**src/rtl/instr_cache_pkg.sv**
```systemverilog
// Shared types for the direct-mapped instruction cache.
package instr_cache_pkg;

   typedef enum logic [1:0] {
      IDLE     = 2'd0,
      MEM_READ = 2'd1,
      UPDATE   = 2'd2
   } state_e;

endpackage

```
**src/rtl/instr_cache_if.sv**
```systemverilog
// Fetch-side and memory-side signals of the instruction cache.
interface instr_cache_if #(
   parameter int ADDR_W          = 10,
   parameter int WORDS_PER_BLOCK = 4
);
   localparam int BLK_W = ADDR_W - 2 - $clog2(WORDS_PER_BLOCK);

   logic [31:0]                    PC;
   logic [31:0]                    INSTRUCTION;
   logic                           BUSYWAIT;
   logic                           mem_read;
   logic [BLK_W-1:0]               mem_address;
   logic [32*WORDS_PER_BLOCK-1:0]  mem_readdata;
   logic                           mem_busywait;

   modport slave  (input  PC, mem_readdata, mem_busywait,
                   output INSTRUCTION, BUSYWAIT, mem_read, mem_address);
   modport master (output PC, mem_readdata, mem_busywait,
                   input  INSTRUCTION, BUSYWAIT, mem_read, mem_address);
endinterface

```
**src/rtl/instr_cache_line_store.sv**
```systemverilog
// Valid/tag/data arrays: combinational lookup port, synchronous fill port, valid clear.
module instr_cache_line_store #(
   parameter int NUM_SETS        = 8,
   parameter int WORDS_PER_BLOCK = 4,
   parameter int IDX_W           = 3,
   parameter int TAG_W           = 3,
   parameter int OFF_IW          = 2
) (
   input  logic                                   CLK,
   input  logic                                   clr_i,
   input  logic [IDX_W-1:0]                       rd_idx_i,
   input  logic [TAG_W-1:0]                       rd_tag_i,
   input  logic [OFF_IW-1:0]                      rd_off_i,
   output logic                                   hit_o,
   output logic [31:0]                            rd_word_o,
   input  logic                                   fill_i,
   input  logic [IDX_W-1:0]                       fill_idx_i,
   input  logic [TAG_W-1:0]                       fill_tag_i,
   input  logic [WORDS_PER_BLOCK-1:0][31:0]       fill_data_i
);
   logic [NUM_SETS-1:0]                            valid_q;
   logic [NUM_SETS-1:0][TAG_W-1:0]                 tag_q;
   logic [NUM_SETS-1:0][WORDS_PER_BLOCK-1:0][31:0] data_q;

   assign hit_o     = valid_q[rd_idx_i] && (tag_q[rd_idx_i] == rd_tag_i);
   assign rd_word_o = data_q[rd_idx_i][rd_off_i];

   always_ff @(posedge CLK) begin
      if (clr_i)       valid_q             <= '0;
      else if (fill_i) valid_q[fill_idx_i] <= 1'b1;
   end

   // Tag and data are deliberately left uncleared; valid alone gates hits.
   always_ff @(posedge CLK) begin
      if (fill_i) begin
         tag_q[fill_idx_i]  <= fill_tag_i;
         data_q[fill_idx_i] <= fill_data_i;
      end
   end
endmodule

```
**src/rtl/instr_cache.sv**
```systemverilog
// Direct-mapped read-only instruction cache: same-cycle hits, IDLE/MEM_READ/UPDATE fill FSM,
// saturating hit/miss counters.
module instr_cache
   import instr_cache_pkg::*;
#(
   parameter int ADDR_W          = 10,
   parameter int NUM_SETS        = 8,
   parameter int WORDS_PER_BLOCK = 4,
   parameter int CNT_W           = 16
) (
   input  logic              CLK,
   input  logic              RESET,
   instr_cache_if.slave      bus,
   output logic [CNT_W-1:0]  hit_count,
   output logic [CNT_W-1:0]  miss_count
);
   localparam int OFF_W  = $clog2(WORDS_PER_BLOCK);
   localparam int OFF_IW = (OFF_W > 0) ? OFF_W : 1;
   localparam int IDX_W  = $clog2(NUM_SETS);
   localparam int TAG_W  = ADDR_W - 2 - OFF_W - IDX_W;
   localparam int BLK_W  = TAG_W + IDX_W;

   state_e              state_q;
   logic [BLK_W-1:0]    miss_addr_q;
   logic                first_q;
   logic                mem_read_q;
   logic [CNT_W-1:0]    hit_cnt_q, miss_cnt_q;

   logic [OFF_IW-1:0]   off;
   logic [IDX_W-1:0]    idx;
   logic [TAG_W-1:0]    tag;
   logic                hit, busy, fill;
   logic [31:0]         rd_word;
   logic                unused_pc;

   if (OFF_W > 0) begin : g_off
      assign off = bus.PC[2 +: OFF_W];
   end else begin : g_no_off
      assign off = '0;
   end
   assign idx       = bus.PC[2+OFF_W +: IDX_W];
   assign tag       = bus.PC[2+OFF_W+IDX_W +: TAG_W];
   assign unused_pc = ^{bus.PC[31:ADDR_W], bus.PC[1:0]};

   // mem_busywait is only trusted from the second MEM_READ cycle on.
   assign fill = (state_q == MEM_READ) && !first_q && !bus.mem_busywait && !RESET;
   assign busy = !((state_q == IDLE) && hit);

   assign bus.BUSYWAIT    = busy;
   assign bus.INSTRUCTION = busy ? 32'h0 : rd_word;
   assign bus.mem_read    = mem_read_q;
   assign bus.mem_address = miss_addr_q;
   assign hit_count       = hit_cnt_q;
   assign miss_count      = miss_cnt_q;

   instr_cache_line_store #(
      .NUM_SETS(NUM_SETS), .WORDS_PER_BLOCK(WORDS_PER_BLOCK),
      .IDX_W(IDX_W), .TAG_W(TAG_W), .OFF_IW(OFF_IW)
   ) u_store (
      .CLK        (CLK),
      .clr_i      (RESET),
      .rd_idx_i   (idx),
      .rd_tag_i   (tag),
      .rd_off_i   (off),
      .hit_o      (hit),
      .rd_word_o  (rd_word),
      .fill_i     (fill),
      .fill_idx_i (miss_addr_q[IDX_W-1:0]),
      .fill_tag_i (miss_addr_q[IDX_W +: TAG_W]),
      .fill_data_i(bus.mem_readdata)
   );

   always_ff @(posedge CLK) begin
      if (RESET) begin
         state_q     <= IDLE;
         miss_addr_q <= '0;
         first_q     <= 1'b0;
         mem_read_q  <= 1'b0;
         hit_cnt_q   <= '0;
         miss_cnt_q  <= '0;
      end else begin
         case (state_q)
            IDLE: begin
               if (hit) begin
                  if (hit_cnt_q != '1) hit_cnt_q <= hit_cnt_q + 1'b1;
               end else begin
                  miss_addr_q <= {tag, idx};
                  state_q     <= MEM_READ;
                  mem_read_q  <= 1'b1;
                  first_q     <= 1'b1;
                  if (miss_cnt_q != '1) miss_cnt_q <= miss_cnt_q + 1'b1;
               end
            end
            MEM_READ: begin
               if (first_q) begin
                  first_q <= 1'b0;
               end else if (!bus.mem_busywait) begin
                  state_q    <= UPDATE;
                  mem_read_q <= 1'b0;
               end
            end
            UPDATE:  state_q <= IDLE;
            default: state_q <= IDLE;
         endcase
      end
   end
endmodule

```
**src/flat_wrapper.sv**
```systemverilog
// flat-port wrapper written by rule: the top's interface ports become plain ports
module instr_cache_flat import instr_cache_pkg::*;
#(
   parameter int ADDR_W          = 10,
   parameter int NUM_SETS        = 8,
   parameter int WORDS_PER_BLOCK = 4,
   parameter int CNT_W           = 16
)
  (CLK, RESET, hit_count, miss_count, bus_PC, bus_mem_readdata, bus_mem_busywait, bus_INSTRUCTION, bus_BUSYWAIT, bus_mem_read, bus_mem_address);
  instr_cache_if #(.ADDR_W(ADDR_W), .WORDS_PER_BLOCK(WORDS_PER_BLOCK)) bus_i ();
  input  logic CLK;
  input  logic RESET;
  output logic [CNT_W-1:0] hit_count;
  output logic [CNT_W-1:0] miss_count;
  input wire logic [$bits(bus_i.PC)-1:0] bus_PC;
  input wire logic [$bits(bus_i.mem_readdata)-1:0] bus_mem_readdata;
  input wire logic [$bits(bus_i.mem_busywait)-1:0] bus_mem_busywait;
  output wire logic [$bits(bus_i.INSTRUCTION)-1:0] bus_INSTRUCTION;
  output wire logic [$bits(bus_i.BUSYWAIT)-1:0] bus_BUSYWAIT;
  output wire logic [$bits(bus_i.mem_read)-1:0] bus_mem_read;
  output wire logic [$bits(bus_i.mem_address)-1:0] bus_mem_address;
  assign bus_i.PC = bus_PC;
  assign bus_i.mem_readdata = bus_mem_readdata;
  assign bus_i.mem_busywait = bus_mem_busywait;
  assign bus_INSTRUCTION = bus_i.INSTRUCTION;
  assign bus_BUSYWAIT = bus_i.BUSYWAIT;
  assign bus_mem_read = bus_i.mem_read;
  assign bus_mem_address = bus_i.mem_address;
  instr_cache #(.ADDR_W(ADDR_W), .NUM_SETS(NUM_SETS), .WORDS_PER_BLOCK(WORDS_PER_BLOCK), .CNT_W(CNT_W)) u_core (.CLK(CLK), .RESET(RESET), .bus(bus_i), .hit_count(hit_count), .miss_count(miss_count));
endmodule
```
**config.mk**
```make
export PLATFORM = sky130hd
export DESIGN_NAME = instr_cache_flat
export DESIGN_NICKNAME = d
export VERILOG_FILES = /design/src/rtl/instr_cache_pkg.sv /design/src/rtl/instr_cache_if.sv /design/src/rtl/instr_cache_line_store.sv /design/src/rtl/instr_cache.sv /design/src/flat_wrapper.sv
export SDC_FILE = /design/constraint.sdc
export NUM_CORES = 1
export LEC_CHECK = 0
export ABC_AREA = 0
export CORE_MARGIN = 2
export CORE_UTILIZATION = 55
export DETAILED_ROUTE_END_ITERATION = 7
export PLACE_DENSITY = 0.82
export SLEW_MARGIN = 10
export SYNTH_ARGS = -nofsm -noshare
export SYNTH_HDL_FRONTEND = slang
export SYNTH_HIERARCHICAL = 1
export SYNTH_SLANG_ARGS = --single-unit
```
**constraint.sdc**
```tcl
create_clock -name CLK -period 17.7 [get_ports CLK]
set_clock_uncertainty 0.05 [all_clocks]
set_input_delay 3.54 -clock CLK [delete_from_list [all_inputs] [get_ports CLK]]
set_output_delay 3.54 -clock CLK [all_outputs]
set_load 0.02 [all_outputs]
```
==> results.sh <==
export IMPL_mostFrequentLayoutCells="edfxtp_1 (1,048), mux4_2 (262), clkdlybuf4s50_1 (205)"
export IMPL_clock_fmax_mhz=88.05
export IMPL_clk_pin_slew_ns=0.06
export IMPL_viasPerCell=6.254
export IMPL_final_common_cell="edfxtp_1"
export IMPL_netlist_instances=2028
export IMPL_arrival_ns=7.77
export IMPL_ys_types=48
export IMPL_synth_mux_area_frac=0.1736
export IMPL_grt_max_degree=133
export IMPL_cts_num_sinks=1098
export IMPL_ios=235
export IMPL_seq_area_frac_synth=0.7609
export IMPL_design_area_sq_um=49390
export IMPL_drive_above_1_share=0.2282
export IMPL_synthAdderAreaFrac=0.0005864
export IMPL_cts_root_buffer="clkbuf_16"
export IMPL_r2r_setup_slack_ns=13.28
export IMPL_maxCapViolations=0
export IMPL_cp_startpoint="bus_PC[5]"
export IMPL_area_growth_pct=15.73
export IMPL_cpMaxStageDelayCell="buf_4"
export IMPL_worstSkewPairLatency_ns=0.65
export IMPL_grt_pass1_vias=22050
export IMPL_cp_endpoint="bus_INSTRUCTION[23]"
export IMPL_synth_nets=2193
export IMPL_ctsHoldBuffers=0
export IMPL_nNetsFinal=2429
export IMPL_netlist_area_sq_um=42680
export IMPL_outcome="complete, no violations"
export IMPL_start_util=0.5536
export IMPL_finalSetupTns_ns=0
export IMPL_dpl_cell_count=3196
export IMPL_rsz0062_at_grt="no"
export IMPL_postCtsSetupBuffers=0
export IMPL_fin_crit_sh=0.6416
export IMPL_worstPathCellList="buf_8 -> buf_4 -> mux4_2 -> mux2i_1 -> nor2_1 -> a211oi_1 -> a21oi_1 -> and2_1 -> clkdlybuf4s50_1"
export IMPL_max_stage_delay_ns=0.93
export IMPL_power_leakage_nw=15.54
export IMPL_final_cells=3412
export IMPL_crit_required_ns=14.11
export IMPL_hold_path_class="reg -> reg"
export IMPL_cp_end_kind="primary output"
export IMPL_ant_nets=0
export IMPL_post_cts_resized=0
export IMPL_drt_iter0_markers=2141
export IMPL_coreArea_sq_um=77080
export IMPL_gp_congestion=0.8102
export IMPL_period_minus_slack_ns=11.36
export IMPL_dpl_cell_area_sq_um=45890
export IMPL_setup_viol=0
export IMPL_synth_compound_area_frac=0.02187
export IMPL_hpwlAfterDp_microns=50740
export IMPL_grt_pass1_wl_microns=141700
export IMPL_drt_wl_total_microns=96220
export IMPL_avgSynthCellArea_sq_um=21.04
export IMPL_htree_levels=3
export IMPL_report_final_hold_viol_count=0
export IMPL_start_kind="primary input"
export IMPL_antenna_found_initial=38
export IMPL_crit_fanout=71
export IMPL_wire_per_inst_microns=28.20
export IMPL_final_util=0.6407
export IMPL_drc=0
export IMPL_rr_endpoint="u_core/u_store/data_q[222]"
export IMPL_synth_xor_area_share=0.0006157
export IMPL_die_area_sq_um=79840
export IMPL_yosys_register_bits=1098
export IMPL_slew_headroom=0.08569
export IMPL_synth_top_family_by_area="multiplexers"
export IMPL_cts_buffer_depth=3
export IMPL_drtPass1Iterations=5
export IMPL_die_y_microns=282.6
export IMPL_yosysWarnings=6
export IMPL_rr_worst_depth=6
export IMPL_cts_tree="done"
export IMPL_p_per_area_nw_per_um2=108.4
export IMPL_via_count=21340
export IMPL_power_total_w=0.005355
export IMPL_dieWidth_microns=282.6
export IMPL_grt_remaining_overflow=0
export IMPL_grt_total_usage=0.2454
export IMPL_io_buffers=210
export IMPL_yosys_area_share_simple=0.02955
export IMPL_vdd_ir_drop_max_uv=83.23
export IMPL_rows=102
export IMPL_regToRegStartpoint="u_core/first_q"
export IMPL_worstMarginPinSlew_ns=1.371
export IMPL_final_max_slew_viol_count=0
export IMPL_numCtsBuffers=106
export IMPL_crit_type="in -> out"
-- metrics by stage --
step,setup slack (ns),hold WS [ns]
after floorplan,3.659,0.3848
after CTS,6.321,0.4267
final,6.343,0.4270
after detailed placement,6.336,0.4137
after global placement,6.390,0.3948
after global routing,5.912,0.4607
-- synthesized netlist by cell type (all sizes together) --
| library cell | number | share of area |
|---|---|---|
| o21bai | 1 | 0.00018 |
| and4b | 1 | 0.00023 |
| or4 | 4 | 0.00070 |
| a31o | 1 | 0.00021 |
| nand2b | 5 | 0.00073 |
| mux4 | 262 | 0.14 |
| nor3b | 2 | 0.00062 |
| and4 | 3 | 0.00062 |
| o21ai | 44 | 0.0052 |
| nor2 | 72 | 0.0063 |
| nand3 | 10 | 0.0012 |
| a211oi | 34 | 0.0060 |
| a21oi | 56 | 0.0066 |
| a22oi | 1 | 0.00018 |
| nor3 | 17 | 0.0022 |
| edfxtp | 1048 | 0.74 |
| a311oi | 3 | 0.00062 |
| inv | 4 | 0.00035 |
| nand4 | 10 | 0.0015 |
| a41oi | 3 | 0.00062 |
| or3 | 13 | 0.0020 |
| dfxtp | 50 | 0.023 |
| a31oi | 5 | 0.00073 |
| and3 | 6 | 0.00088 |
| o211ai | 1 | 0.00018 |
| clkbuf | 46 | 0.0040 |
| nor4 | 7 | 0.0010 |
| or2 | 1 | 0.00015 |
| ha | 2 | 0.00059 |
| nor4b | 2 | 0.00041 |
| mux2 | 69 | 0.018 |
| nor2b | 8 | 0.0012 |
| mux2i | 73 | 0.017 |
| xnor2 | 3 | 0.00062 |
| o31ai | 5 | 0.00088 |
| o21a | 2 | 0.00035 |
| nand3b | 1 | 0.00018 |
| and2 | 32 | 0.0047 |
| o21ba | 1 | 0.00023 |
| nand2 | 56 | 0.0049 |
| buf | 64 | 0.0085 |
-- metal layers --
metal / vias up / GRT usage / share of wire
met3: 207 / 0.06864 / 0.093
met4: 30 / 0.1084 / 0.035
li1: 8934 / - / -
met5: - / 0 / 0.0021
met2: 1058 / 0.3917 / 0.50
met1: 11110 / 0.3188 / 0.37
-- area by class of cell --
class,count,area [sq um]
flip-flops and latches,1098,32470
diodes,19,47.55
repair buffers,238,2396
clock buffers,125,2796
well taps,1040,1301
clock inverters,72,653.1
fillers,4905,27690
inverters,4,15.01
multi-input cells,816,9709
-- worst min path at each step --
stage,from,end,slack (ns),depth (start not counted)
floorplan,u_core/u_store/valid_q[2],u_core/u_store/valid_q[2],0.38,2
global placement,u_core/u_store/valid_q[4],u_core/u_store/valid_q[4],0.39,2
detailed placement,u_core/u_store/valid_q[3],u_core/u_store/valid_q[3],0.41,2
CTS,u_core/u_store/valid_q[3],u_core/u_store/valid_q[3],0.43,2
global route,u_core/u_store/valid_q[1],u_core/u_store/valid_q[1],0.46,2
finish,u_core/u_store/valid_q[1],u_core/u_store/valid_q[1],0.43,2
-- critical path, delay by kind of cell --
family	cells	cell delay (ns)
buf+inv	3	2.05
compound gates	2	0.93
simple gates	2	0.27
mux	2	0.79
-- cells by family (layout without fill, tap and decap cells) --
family	Yosys count	count (layout)
other	0	19
muxes	404	404
adders and majority gates	2	2
and+or+nand+nor	250	250
DFF	1098	1098
AOI/OAI and AO/OA	157	157
xor gates and xnor gates	3	3
buffers and inverters	114	439
-- power by group --
part | switching, W | total, W | internal [W]
combinational | 0.000141 | 0.000259 | 0.000119
clock | 0.000953 | 0.00223 | 0.00128
sequential | 0.00000818 | 0.00287 | 0.00286
total | 0.00110 | 0.00536 | 0.00425
-- registers in the layout (all words and copies together) (netlist names) --
signal and flops:
u_core/u_store/data_q 1024, u_core/u_store/tag_q 24, u_core/hit_count 16, u_core/miss_count 16, u_core/u_store/valid_q 8, u_core/bus.mem_address 6, u_core/state_q 2, u_core/bus.mem_read 1
u_core/first_q 1
(Power assumes the default switching activity.)
